`config.mk`:
```
export PLATFORM = sky130hd
export DESIGN_NAME = angle_display_ctrl
export DESIGN_NICKNAME = d
export VERILOG_FILES = /design/src/rtl/angle_display_ctrl.sv
export SDC_FILE = /design/constraint.sdc
export NUM_CORES = 1
export LEC_CHECK = 0
export CAP_MARGIN = 20
export CORE_ASPECT_RATIO = 0.9
export CORE_MARGIN = 5
export CORE_UTILIZATION = 60
export DETAILED_ROUTE_END_ITERATION = 8
export GPL_ROUTABILITY_DRIVEN = 1
export GPL_TIMING_DRIVEN = 0
export PLACE_DENSITY = 0.9
export SETUP_SLACK_MARGIN = 0.2
export SLEW_MARGIN = 20
export SYNTH_ARGS = -nofsm -noshare
export SYNTH_HDL_FRONTEND = slang
export SYNTH_SLANG_ARGS = --single-unit
```
`constraint.sdc`:
```
create_clock -name clk -period 15.4 [get_ports clk]
set_input_delay 3.08 -clock clk [delete_from_list [all_inputs] [get_ports clk]]
set_output_delay 3.08 -clock clk [all_outputs]
set_load 0.02 [all_outputs]
```
`src/rtl/angle_display_ctrl.sv`:
```
// Angle display controller: scales a 12-bit encoder count to degrees,
// converts the result to three BCD digits with a serial double-dabble,
// and multiplexes the registered result onto a 3-digit 7-segment display.
//
// Handshake: req is level-sampled only while the FSM is in IDLE, and angle
// is captured on that same edge. busy is high for the whole conversion.
// done pulses for exactly one cycle, in the first cycle that bcd holds the
// new result. There is no back-pressure; req seen outside IDLE is ignored.
module angle_display_ctrl #(
   parameter int SCAN_DIV = 50000,
   parameter int DEG_MAX  = 359
) (
   input  logic        clk,
   input  logic        rst_n,
   input  logic [11:0] angle,
   input  logic        req,
   output logic        busy,
   output logic        done,
   output logic [11:0] bcd,
   output logic [6:0]  seg,
   output logic [2:0]  dig_en,
   output logic [1:0]  dbg_state
);

   // IDLE is encoded as 0 so that a zero on dbg_state means "idle".
   typedef enum logic [1:0] {
      IDLE    = 2'd0,
      SCALE   = 2'd1,
      CONVERT = 2'd2,
      DONE    = 2'd3
   } state_t;

   state_t      state, state_nxt;
   logic [11:0] ang_q;
   logic [8:0]  deg_sh;
   logic [11:0] work;
   logic [3:0]  step;

   logic [21:0] prod;
   logic [21:0] deg_full;
   logic [8:0]  deg_sat;
   logic [11:0] work_adj;
   logic [11:0] work_nxt;

   logic [19:0] pre;
   logic [1:0]  idx;
   logic [1:0]  idx_nxt;
   logic        wrap;
   logic [3:0]  digit;
   logic        blank;

   // Standard active-low 7-segment pattern, {g,f,e,d,c,b,a}.
   function automatic logic [6:0] seg7(input logic [3:0] d);
      case (d)
         4'd0:    seg7 = 7'b1000000;
         4'd1:    seg7 = 7'b1111001;
         4'd2:    seg7 = 7'b0100100;
         4'd3:    seg7 = 7'b0110000;
         4'd4:    seg7 = 7'b0011001;
         4'd5:    seg7 = 7'b0010010;
         4'd6:    seg7 = 7'b0000010;
         4'd7:    seg7 = 7'b1111000;
         4'd8:    seg7 = 7'b0000000;
         4'd9:    seg7 = 7'b0010000;
         default: seg7 = 7'b1111111;
      endcase
   endfunction

   // State register.
   always_ff @(posedge clk) begin
      if (!rst_n) state <= IDLE;
      else        state <= state_nxt;
   end

   // Next-state logic; the 9th CONVERT step is the one with step == 8.
   always_comb begin
      state_nxt = state;
      case (state)
         IDLE:    if (req) state_nxt = SCALE;
         SCALE:   state_nxt = CONVERT;
         CONVERT: if (step == 4'd8) state_nxt = DONE;
         DONE:    state_nxt = IDLE;
         default: state_nxt = IDLE;
      endcase
   end

   // FSM outputs.
   always_comb begin
      busy      = (state != IDLE);
      done      = (state == DONE);
      dbg_state = state;
   end

   // Degree scaling: floor(358*angle/1000), saturated to DEG_MAX.
   always_comb begin
      prod     = 22'(ang_q) * 22'd358;
      deg_full = prod / 22'd1000;
      deg_sat  = (deg_full > 22'(DEG_MAX)) ? 9'(DEG_MAX) : deg_full[8:0];
   end

   // One double-dabble step: add 3 to digits >= 5, then shift in next deg bit.
   always_comb begin
      work_adj = work;
      for (int i = 0; i < 3; i++) begin
         if (work[4*i +: 4] >= 4'd5) work_adj[4*i +: 4] = work[4*i +: 4] + 4'd3;
      end
      work_nxt = {work_adj[10:0], deg_sh[8]};
   end

   // Conversion datapath; bcd only changes when a full conversion completes.
   always_ff @(posedge clk) begin
      if (!rst_n) begin
         ang_q  <= '0;
         deg_sh <= '0;
         work   <= '0;
         step   <= '0;
         bcd    <= '0;
      end else begin
         case (state)
            IDLE: if (req) ang_q <= angle;
            SCALE: begin
               deg_sh <= deg_sat;
               work   <= '0;
               step   <= '0;
            end
            CONVERT: begin
               work   <= work_nxt;
               deg_sh <= {deg_sh[7:0], 1'b0};
               step   <= step + 4'd1;
               if (step == 4'd8) bcd <= work_nxt;
            end
            default: ;
         endcase
      end
   end

   // Scan index sequencing and digit selection with leading-zero blanking.
   always_comb begin
      wrap    = (pre == 20'(SCAN_DIV - 1));
      idx_nxt = (idx == 2'd2) ? 2'd0 : idx + 2'd1;
      case (idx_nxt)
         2'd1: begin
            digit = bcd[7:4];
            blank = (bcd[11:8] == 4'd0) && (bcd[7:4] == 4'd0);
         end
         2'd2: begin
            digit = bcd[11:8];
            blank = (bcd[11:8] == 4'd0);
         end
         default: begin
            digit = bcd[3:0];
            blank = 1'b0;
         end
      endcase
   end

   // Free-running prescaler; seg/dig_en update only when the index advances.
   always_ff @(posedge clk) begin
      if (!rst_n) begin
         pre    <= '0;
         idx    <= 2'd0;
         dig_en <= 3'b110;
         seg    <= 7'b1000000;
      end else if (wrap) begin
         pre <= '0;
         idx <= idx_nxt;
         seg <= blank ? 7'b1111111 : seg7(digit);
         case (idx_nxt)
            2'd1:    dig_en <= 3'b101;
            2'd2:    dig_en <= 3'b011;
            default: dig_en <= 3'b110;
         endcase
      end else begin
         pre <= pre + 20'd1;
      end
   end

endmodule

```
==> results of run 1 <==
-- registers in the layout, indices dropped and copies added, names as in the netlist --
name / cells
seg: 7
bcd: 12
ang_q: 12
idx: 2
work: 12
pre: 20
dig_en: 3
dbg_state: 2
deg_sh: 9
step: 4
-- worst reg2reg max path: cells and delay by family (launching register included) --
kind                       cells  cell delay, ns
adders and majority gates      5            2.13
xor gates and xnor gates       1            0.32
muxes                          2            0.59
AOI/OAI and AO/OA             20            6.47
DFF                            1            0.53
buffers and inverters          5            0.84
and+or+nand+nor                7            1.86
-- Yosys cell counts (25+ instances only) --
library cell,number
nand2_1,111
xnor2_1,29
inv_1,88
nor2_1,102
nand3_1,39
o21ai_0,51
clkbuf_1,32
and2_1,33
ha_1,74
dfxtp_1,83
a21oi_1,71
fa_1,25
-- cells by family (layout without fill, tap and decap cells) --
kind of cell,after synthesis,count (layout)
adders and majority gates,102,102
and+or+nand+nor,421,421
muxes,27,27
AOI/OAI and AO/OA,360,360
buffers and inverters,138,192
xor gates and xnor gates,54,54
DFF,83,83
-- how the worst min path moves through the flow --
stage,cells after the start,endpoint,slack [ns]
final,2,seg[6],0.47
after global routing,2,seg[6],0.51
after CTS,2,seg[6],0.48
after detailed placement,1,pre[0],0.46
after global placement,1,pre[0],0.45
after floorplan,1,pre[0],0.43
-- metrics by stage --
step                      area [um^2]  setup WS, ns  std cells  util, %
after global placement           9940          3.17       1426     64.9
after detailed placement         9940          2.88       1426     64.9
after global routing            10200          1.77       1441     66.7
after CTS                       10200          2.83       1441     66.7
final                           10200          2.59       1441     66.7
after floorplan                  9300          4.62       1185        -
-- per-layer routing --
metal | track usage, % | wire length, um
met5 | 0 | 0
met3 | 4.03 | 1580
met2 | 43.6 | 11100
met1 | 35.7 | 10900
met4 | 6.61 | 416
-- cell usage in the layout, fill, tap and decap left out, types with 12 or more instances in the layout --
master / synthesis / layout
nand3_1: 39 / 39
nand2b_1: 15 / 15
and3_1: 13 / 13
nand4_1: 14 / 14
clkbuf_1: 32 / 32
ha_1: 74 / 74
a211oi_1: 16 / 16
o211ai_1: 17 / 17
fa_1: 25 / 25
dfxtp_1: 83 / 83
mux2i_1: 14 / 14
nor3_1: 23 / 23
a21oi_1: 71 / 71
xnor2_1: 29 / 29
o21ai_0: 51 / 51
a21boi_0: 22 / 22
inv_1: 88 / 88
nand2_1: 111 / 111
o22ai_1: 12 / 12
nor2_1: 102 / 102
and2_1: 33 / 33
clkdlybuf4s50_1: 0 / 39
xor2_1: 23 / 23
-- final cells by class --
type | instances | area (um^2) | share of cell area [%]
inverter | 88 | 330 | 3.23
multi-input combinational | 964 | 7090 | 69.3
timing repair buffer | 39 | 390 | 3.82
sequential | 83 | 1660 | 16.2
buffer | 50 | 229 | 2.24
clock inverter | 6 | 53.8 | 0.526
tap | 202 | 253 | 2.47
clock buffer | 9 | 225 | 2.20
==> out/qor.yml, run 1 <==
setup_path:
  critical_path.startpoint_type: "register"
  reg2reg_slack_ns: 2.59
  reg2reg_to: "deg_sh[0]"
  worst-path-stages: 40
  required_ns: 15.68
  crit_type: "reg -> reg"
  critPathTopFamily: "compound AO/OA/AOI/OAI gates"
  r2r_cells: 40
  crit_path_top_delay_cell: "a2111oi_0"
  critPathLaunch: "ang_q[6]"
  cp-end-kind: "register"
  critical_path_arrival_ns: 13.08
  max_stage_delay_ns: 0.76
  cp_num_buf_inv: 5
  cp_max_fo: 10
  rr_startpoint: "ang_q[6]"
  crit_end: "deg_sh[0]"
routing:
  firstDrtPassIters: 5
  drt_iter0_markers: 764
  ant_nets: 0
  wl_um: 24000
  vias_per_cell: 6.43
  route.vias.total: 9272
  drc: 0
  avgRoutedWirePerCell_um: 16.7
global_route:
  antenna_found_initial: 0
  grt_overflow: 0
  grt_start_max_net_pins: 17
  track_usage_pct: 26.2
  grt_pass1_wl_um: 40700
  grt_pass1_vias: 8804
yosys:
  netlist_instances: 1185
  synth_xor_area_share_pct: 5.25
  synthAdderAreaFrac_pct: 15.7
  syn_area_um2: 9300
  synth_top_area_cell: "dfxtp_1"
  synth-main-ff-cell: "dfxtp_1"
  async_reset_ff_share_pct: 0
  ys_types: 107
  synth_top_cells_by_area: "dfxtp_1 (18%), ha_1 (10%), fa_1 (5.4%)"
  synth.net_count: 1299
  avgSynthCellArea_um2: 7.85
  synth_top_family_by_area: "compound AO/OA/AOI/OAI gates"
  ys_seq_area_share_pct: 17.9
  synth-seq-cells: 83
  synth_compound_area_share_pct: 28.9
  ys_warn_count: 0
  synth_top_area_share_pct: 17.9
  synthMuxAreaShare_pct: 3.28
  synth-simple-area-share_pct: 23.1
  synth-edff-count: 0
finish:
  fillers: 1203
  antenna_cells: 0
  num-nets-final: 1349
  drive_above_1_share_pct: 7.02
  area_growth_pct: 9.98
cts:
  clock-sinks: 83
  cts-root-buf: "clkbuf_16"
  cts.repair.resized: 0
  cts_setup_buffers: 0
  htree_levels: 3
  worstSkewPairLatency_ns: 0.34
  postCtsHoldBufs: 0
  cts_tree: "built"
  cts_buffer_depth: 2
  cts_buffers: 9
  path_clk_slew_ns: 0.07
status:
  status: "completed"
timing:
  hold_violations: 0
  setup_violations: 0
  fin_tns_setup_ns: 0
  grt_setup_unrepaired: "false"
  worstMarginPinSlew_ns: 1.08
  clock_skew_ns: 0.0114
  max_freq_ghz: 0.0781
  finalMaxSlewViolations: 0
  min_period_ns: 12.81
  period_share_pct: 83.2
  whs_ns: 0.474
  max_slew_margin_pct: 26.0
die:
  die_area_um2: 18100
  pin_count: 41
  rows: 43
  start_util_pct: 60.7
  die_h_um: 128
  core_area_um2: 15300
  fp.dieW_um: 141
place:
  numPortBuffers: 39
  routabilityCongestion: 0.953
  hpwl_um: 18500
hold_path:
  hold_path.class: "reg -> reg"
  min_from: "seg[6]"
job:
  cap_violations: 0
Power of run 1 is not shown: default switching activity piles up to over one toggle a cycle in this logic, so the estimate is an artifact.
==> run 2: changes to the inputs <==
--- a/config.mk
+++ b/config.mk
@@ -8,7 +8,7 @@
 export CAP_MARGIN = 20
 export CORE_ASPECT_RATIO = 0.9
 export CORE_MARGIN = 5
-export CORE_UTILIZATION = 60
+export CORE_UTILIZATION = 57
 export DETAILED_ROUTE_END_ITERATION = 8
 export GPL_ROUTABILITY_DRIVEN = 1
 export GPL_TIMING_DRIVEN = 0
==> constraint.sdc (replaced) <==
create_clock -name clk -period 11.6 [get_ports clk]
set_input_delay 2.32 -clock clk [delete_from_list [all_inputs] [get_ports clk]]
set_output_delay 2.32 -clock clk [all_outputs]
set_load 0.02 [all_outputs]
==> run 2 against run 1 <==
Effect of this change:
- the flow now finishes with violations (negative setup slack)
- flip-flop and latch count unchanged
- first-iteration DRC count up 99%
- die area up 4.9%
- via count up 16%
- sequential share of layout area down 1.9 points
- design area up 14%
- register-to-register slack worse by 2.6 ns
- non-clock buffer count up 80
- global-route usage down 0.18 points
- cell count up 6.0%
- utilization up 5.8 points
- critical path depth up 4
==> out/qor.yml, run 2 (synthesis gave the netlist of run 1 again) <==
setup_path:
  crit_type: "reg -> reg"
  cp_max_fo: 10  # unchanged
  max_stage_delay_ns: 0.55  # -0.21 ns
  rr_startpoint: "ang_q[3]"
  cp-end-kind: "register"
  crit_top_cell: "inv_1"
  crit_path_top_delay_cell: "fa_1"
  critical_path.startpoint_type: "register"
  required_ns: 11.84  # -3.84 ns
  reg2reg_to: "deg_sh[0]"
  reg2reg_slack_ns: -0.03  # -2.63 ns
  r2r_cells: 44  # +10%
  critical_path_arrival_ns: 11.87  # -1.21 ns
cts:
  worstSkewPairLatency_ns: 0.35  # about the same
  path_clk_slew_ns: 0.07  # about the same
  cts-root-buf: "clkbuf_16"
  cts_buffer_depth: 2  # unchanged
  cts_tree: "built"
  clock-sinks: 83  # unchanged
  cts_buffers: 9  # unchanged
  htree_levels: 3  # unchanged
timing:
  fin_tns_setup_ns: -0.0342  # -0.0342 ns
  worstMarginPinSlew_ns: 0.972  # -0.109 ns
  max_freq_ghz: 0.0860  # +10%
  finalMaxSlewViolations: 0  # unchanged
  timing.final.ws_setup_ns: -0.0342  # -2.63 ns
  clock_skew_ns: 0.00722  # -0.00422 ns
  min_period_ns: 11.63  # -1.17 ns
  period_share_pct: 100  # +17 points
  setup_violations: 1  # +1
  max_slew_margin_pct: 33.5  # +7.5 points
  hold_violations: 0  # unchanged
  whs_ns: 0.484  # +0.0101 ns
finish:
  fin_cells: 1527  # +6.0%
  multi_input_area_um2: 7800  # +10%
  antenna_cells: 0  # unchanged
  layout_common_cells: "nand2_1 (106), nor2_1 (93), inv_1 (88)"
  regMostFlops: "pre"
  num-nets-final: 1429  # +5.9%
  area_growth_pct: 25.3
  fillers: 987  # -18%
  final_common_cell: "nand2_1"
  drive_above_1_share_pct: 20.9  # +14 points
  seqCellArea_um2: 1670  # +0.60%
  largest_register_ffs: 20  # unchanged
die:
  die_h_um: 131  # +2.4%
  start_util_pct: 57.9  # -2.8 points
  pin_count: 41  # unchanged
  fp.dieW_um: 145  # +2.4%
  core_area_um2: 16100  # +4.8%
  die_area_um2: 19000  # +4.9%
  rows: 44  # +2.3%
routing:
  wl_um: 31200  # +30%
  drc: 0  # unchanged
  route.vias.total: 10700  # +16%
  ant_nets: 0  # unchanged
  vias_per_cell: 7.03  # +9.2%
  avgRoutedWirePerCell_um: 20.4  # +23%
  drt_iter0_markers: 1523  # +99%
  firstDrtPassIters: 9  # +4
job:
  cap_violations: 0  # unchanged
status:
  status: "finished, violations left"
  violations: "negative setup slack"
place:
  hpwl_um: 18400  # -0.75%
  dpl.cell_count: 1431  # +0.35%
  routabilityCongestion: 0.925  # -2.9%
  numPortBuffers: 39  # unchanged
global_route:
  track_usage_pct: 26.0  # -0.18 points
  antenna_found_initial: 0  # unchanged
  grt_overflow: 0  # unchanged
  grt_pass1_vias: 9009  # +2.3%
  grt_pass1_wl_um: 42400  # +4.3%
  grt_start_max_net_pins: 16  # -1
hold_path:
  hold_path.class: "reg -> reg"
  hold_end: "deg_sh[2]"
  min_from: "deg_sh[2]"
  hold_path_depth: 2  # unchanged
[run 2: what timing repair did]
action | 4_1_cts | 5_1_grt
buffers inserted | 20 | 58
endpoints found under the hold margin | 0 | 0
cloned | 0 | 2
resized for setup | 46 | 136
pin swaps | 14 | 66
hold buffers | 0 | 0
setup endpoints to repair | 5 | 5
[run 2: per-layer routing]
layer | vias up | global-route usage (%) | routed length [um]
li1 | 4625 | - | -
met1 | 4977 | 36.3 | 11800
met2 | 870 | 40.9 | 14300
met3 | 259 | 4.18 | 3170
met4 | 0 | 8.60 | 1880
met5 | - | 0 | 0
[run 2: layout make-up]
class	instances	area share (%)
multi-input cells	964	67.0
flip-flops and latches	83	14.3
repair buffers	119	8.62
inverters	88	2.83
plain buffers	50	2.33
well taps	207	2.22
clock buffers	10	2.05
clock inverters	6	0.623
[run 2: critical path: cells and delay by family (launching register included)]
family / cells / cell delay, ns
flip-flops: 1 / 0.37
AO/OA/AOI/OAI: 15 / 4.27
XOR/XNOR: 2 / 0.33
adder cells (fa/ha/maj): 5 / 2.11
AND/OR/NAND/NOR: 9 / 1.94
multiplexers: 2 / 0.85
buffers and inverters: 11 / 1.64
[run 2: worst max path at each step]
stage                  start         to  slack (ns)
global placement    ang_q[5]  deg_sh[0]       -0.58
finish              ang_q[3]  deg_sh[0]       -0.03
floorplan           ang_q[3]  deg_sh[0]        0.82
detailed placement  ang_q[3]  deg_sh[0]       -0.84
global route        ang_q[3]  deg_sh[0]       -0.29
CTS                 ang_q[3]  deg_sh[0]        0.20
[run 2: through the flow]
| step | utilization [%] | setup WS [ns] | instance area (um^2) |
|---|---|---|---|
| floorplan | - | 0.819 | 9300 |
| global placement | 61.9 | -0.584 | 9950 |
| detailed placement | 61.9 | -0.839 | 9950 |
| CTS | 66.0 | 0.201 | 10600 |
| global route | 72.5 | -0.290 | 11700 |
| finish | 72.5 | -0.0342 | 11700 |
Power of run 2 is left out for the same reason.
